### src/rtl/seq_restoring_divider.sv
// Multi-cycle unsigned restoring divider: one trial subtraction per clock,
// valid/ready operand and result handshakes.
module seq_restoring_divider #(
    parameter int N = 4
) (
    input  logic         clk,
    input  logic         rst_n,
    input  logic         in_valid,
    output logic         in_ready,
    input  logic [N-1:0] dividend,
    input  logic [N-1:0] divisor,
    output logic         out_valid,
    input  logic         out_ready,
    output logic [N-1:0] quotient,
    output logic [N-1:0] remainder,
    output logic         div_by_zero,
    output logic         busy
);

    // Handshake rule: a transfer happens on a rising edge where valid and ready
    // are both high; in_ready is high only in IDLE, out_valid only in DONE.
    localparam int CW = $clog2(N + 1);

    typedef enum logic [1:0] {
        S_IDLE = 2'd0,
        S_CALC = 2'd1,
        S_DONE = 2'd2
    } state_t;

    state_t        state_q, state_d;
    logic [N-1:0]  rem_q, rem_d;
    logic [N-1:0]  quot_q, quot_d;
    logic [N-1:0]  div_q, div_d;
    logic [CW-1:0] cnt_q, cnt_d;
    logic          dbz_q, dbz_d;

    logic [N-1:0]  rem_shift;
    logic [N:0]    trial;

    always_ff @(posedge clk or negedge rst_n) begin
        if (!rst_n) begin
            state_q <= S_IDLE;
            rem_q   <= '0;
            quot_q  <= '0;
            div_q   <= '0;
            cnt_q   <= '0;
            dbz_q   <= 1'b0;
        end else begin
            state_q <= state_d;
            rem_q   <= rem_d;
            quot_q  <= quot_d;
            div_q   <= div_d;
            cnt_q   <= cnt_d;
            dbz_q   <= dbz_d;
        end
    end

    // rem never exceeds the dividend bits consumed so far, so the shifted
    // partial remainder always fits in N bits.
    assign rem_shift = {rem_q[N-2:0], quot_q[N-1]};
    assign trial     = {1'b0, rem_shift} - {1'b0, div_q};

    always_comb begin
        state_d = state_q;
        rem_d   = rem_q;
        quot_d  = quot_q;
        div_d   = div_q;
        cnt_d   = cnt_q;
        dbz_d   = dbz_q;

        case (state_q)
            S_IDLE: begin
                if (in_valid) begin
                    div_d = divisor;
                    if (divisor == '0) begin
                        quot_d  = '1;
                        rem_d   = dividend;
                        dbz_d   = 1'b1;
                        cnt_d   = '0;
                        state_d = S_DONE;
                    end else begin
                        quot_d  = dividend;
                        rem_d   = '0;
                        dbz_d   = 1'b0;
                        cnt_d   = CW'(N);
                        state_d = S_CALC;
                    end
                end
            end
            S_CALC: begin
                quot_d = {quot_q[N-2:0], ~trial[N]};
                rem_d  = trial[N] ? rem_shift : trial[N-1:0];
                cnt_d  = cnt_q - CW'(1);
                if (cnt_q == CW'(1)) begin
                    state_d = S_DONE;
                end
            end
            S_DONE: begin
                if (out_ready) begin
                    state_d = S_IDLE;
                end
            end
            default: begin
                state_d = S_IDLE;
            end
        endcase
    end

    assign in_ready    = (state_q == S_IDLE);
    assign out_valid   = (state_q == S_DONE);
    assign busy        = (state_q == S_CALC) || (state_q == S_DONE);
    assign quotient    = quot_q;
    assign remainder   = rem_q;
    assign div_by_zero = dbz_q;

endmodule

### config.mk
export PLATFORM = sky130hd
export DESIGN_NAME = seq_restoring_divider
export DESIGN_NICKNAME = d
export VERILOG_FILES = /design/src/rtl/seq_restoring_divider.sv
export SDC_FILE = /design/constraint.sdc
export NUM_CORES = 1
export LEC_CHECK = 0
export CAP_MARGIN = 10
export CORE_MARGIN = 4
export CORE_UTILIZATION = 50
export CTS_BUF_LIST = sky130_fd_sc_hd__clkbuf_4 sky130_fd_sc_hd__clkbuf_8
export DETAILED_ROUTE_END_ITERATION = 12
export PLACE_DENSITY = 0.79
export RECOVER_POWER = 50
export SYNTH_ARGS = -nofsm -noshare
export SYNTH_HDL_FRONTEND = slang
export SYNTH_SLANG_ARGS = --single-unit
### constraint.sdc
create_clock -name clk -period 4.1 [get_ports clk]
set_clock_uncertainty 0.15 [all_clocks]
set_input_delay 0.82 -clock clk [delete_from_list [all_inputs] [get_ports clk]]
set_output_delay 0.82 -clock clk [all_outputs]
set_load 0.05 [all_outputs]
==> results.toml <==
[detailed_routing]
routed_wl_um = 2160
wl_per_cell_um = 13.7
vias = 877
final_antenna_net_count = 0
avgViaCountPerCell = 5.59
route.detailed.drc = 0
firstDrtPassIters = 4
drt_first_iter_violations = 16

[floorplanning]
dieArea_um2 = 2980
core_um2 = 2020
io_pins = 24
die_h_um = 54.6
die_w_um = 54.6
rows = 16
initial_core_util_pct = 53.7

[global_routing]
grt_pass1_vias = 847
grt_max_degree = 19
grt_pass1_wl_um = 3670
grt-ovfl-total = 0
antenna_found_initial = 0
gr-usage-all-layers_pct = 17.0

[cells_and_area]
diodes = 0
syn_to_final_growth_pct = 25.2
drive_gt1_share_pct = 10.8
final_common_cell = "clkdlybuf4s50_1"
layout_common_cells = "21 x clkdlybuf4s50_1, 18 x dfrtp_1, 14 x o21ai_0, 12 x inv_1"
finalNetCount = 154
fillCellCount = 166

[clocking]
clk_path_buf_depth = 2
cts-resized-gates = 0
clk_pin_slew_ps = 100
cts_root_buf = "clkbuf_4"
cts.sinks = 18
post_cts_buffers = 0
h-tree-depth = 1
clock_latency_ps = 290
cts_tree = "built"
cts_hold_buf = 0
cts_buffers = 3

[power_and_ir_drop]
cellLeakagePower_nw = 0.614
seqPwrFrac_pct = 26.1
clkPwrFrac_pct = 7.1
switchingPower_mw = 0.602
peakVddDrop_v = 0.000610
swShare_pct = 49.6
p_int_mw = 0.613
p_per_area_nw_per_um2 = 893
p_comb_share_pct = 66.7

[yosys]
synth_area_per_cell_um2 = 10.2
synthesis.area_um2 = 1090
ys_ff_latch = 18
async_flop_share_pct = 100
synth_cells = 106
synth_ff_type = "dfrtp_1"
yosys_warnings = 0
seq_area_frac_synth_pct = 41.5
synth_nets = 128
synth.distinct_cells = 31
synth-edff-count = 0

[place]
dpl_worst_slack_ps = 1420
hpwl_um = 1680
port_buffers = 23
place.gp.congestion = 0.781

[timing]
worst_slack_ps = 1170
fin_crit_sh_pct = 71.4
clock.fmax_mhz = 342
grt_setup_unrepaired = "no"
holdWs_ps = 340
maxSlewViolCount = 0
slew_headroom_pct = 44.9
hold_viol_final = 0
tightest_slew_ps = 810
fin_crit_ps = 2930
setup_viol = 0
fin_setup_tns_ps = 0

[setup_path]
end_kind = "primary output"
worst_setup_path_start_kind = "flop"
arrival_ps = 1960
crit_type = "reg2out"
cp_max_fo = 7
worstPathRequired_ps = 3130

[min_path]
hold_class = "reg2reg"

[flow_run]
drv_cap = 0

[status]
status = "finished, final reports clean"
==> Yosys cell counts (all sizes together) (2+ instances only) <==
library cell  instances  share of area [%]
nand2                 9                3.1
nand2b                2                1.2
nor3                  2                1.4
nor2                  3                1.3
a211oi                3                2.1
o21ai                14                6.5
ha                    9                 10
dfrtp                18                 41
a21o                  3                2.1
inv                  12                4.1
mux2i                 5                5.0
a32oi                 3                2.4
mux2                  5                5.2
or3                   3                1.7
a21oi                 3                1.7
==> cell type report <==
class                           instances  area (um^2)  area share (%)
Tap cell                               27         33.8            2.48
Clock buffer                            3         22.5            1.66
Timing Repair Buffer                   23          230            16.9
Multi-Input combinational cell         74          578            42.5
Sequential cell                        18          450            33.1
Inverter                               12         45.0            3.31
==> state kept, by name, summed over array words and instances, names as in the netlist <==
register	cells
quotient	4
div_q	4
state_q	2
remainder	4
div_by_zero	1
cnt_q	3
==> power by group through the flow <==
stage / sequential (mW) / combinational, mW / clock, mW
floorplan: 0.434 / 0.501 / 0
global placement: 0.318 / 0.800 / 0
detailed placement: 0.323 / 0.817 / 0
CTS: 0.318 / 0.820 / 0.0890
global route: 0.330 / 0.889 / 0.0973
finish: 0.318 / 0.810 / 0.0868
==> layer usage <==
layer	vias up	share of wire (%)	global-route usage, %
li1	430	-	-
met1	416	47	22.4
met2	29	46	27.2
met3	2	7.0	6.27
met4	0	0.37	2.49
met5	-	0	0
==> critical path, cell delays in order, from the launching register on <==
cell             delay (ps)
dfrtp_1                 390
inv_1                   100
ha_1                    320
clkdlybuf4s50_1         860
==> per-stage QoR <==
step	total power [mW]	cell area, um^2	cells	util [%]
after floorplan	0.934	1090	106	-
after global placement	1.12	1340	154	66.3
after detailed placement	1.14	1340	154	66.3
after CTS	1.23	1360	157	67.5
after global routing	1.32	1360	157	67.3
final	1.21	1360	157	67.3
==> worst paths after layout <==
check	start	endpoint	slack (ps)	depth (start not counted)
min in group asynchronous	rst_n	quotient[1]$_DFFE_PN0P_	910	1
max	state_q[1]$_DFFE_PN0P_	in_ready	1170	3
max in group asynchronous	rst_n	cnt_q[2]$_DFFE_PN0P_	2370	1
max reg2reg	quotient[3]$_DFFE_PN0P_	remainder[0]$_DFFE_PN0P_	1760	8
min	cnt_q[1]$_DFFE_PN0P_	cnt_q[1]$_DFFE_PN0P_	340	2
min reg2reg	cnt_q[1]$_DFFE_PN0P_	cnt_q[1]$_DFFE_PN0P_	340	2
==> cells by family after synthesis <==
kind of cell	after synthesis	share of synthesized area, %
AOI/OAI and AO/OA	30	18.3
and+or+nand+nor	22	11.3
DFF	18	41.5
buffers and inverters	14	4.95
muxes	10	10.1
adders and majority gates	10	12.2
xor gates and xnor gates	2	1.61
(Power assumes the default switching activity.)
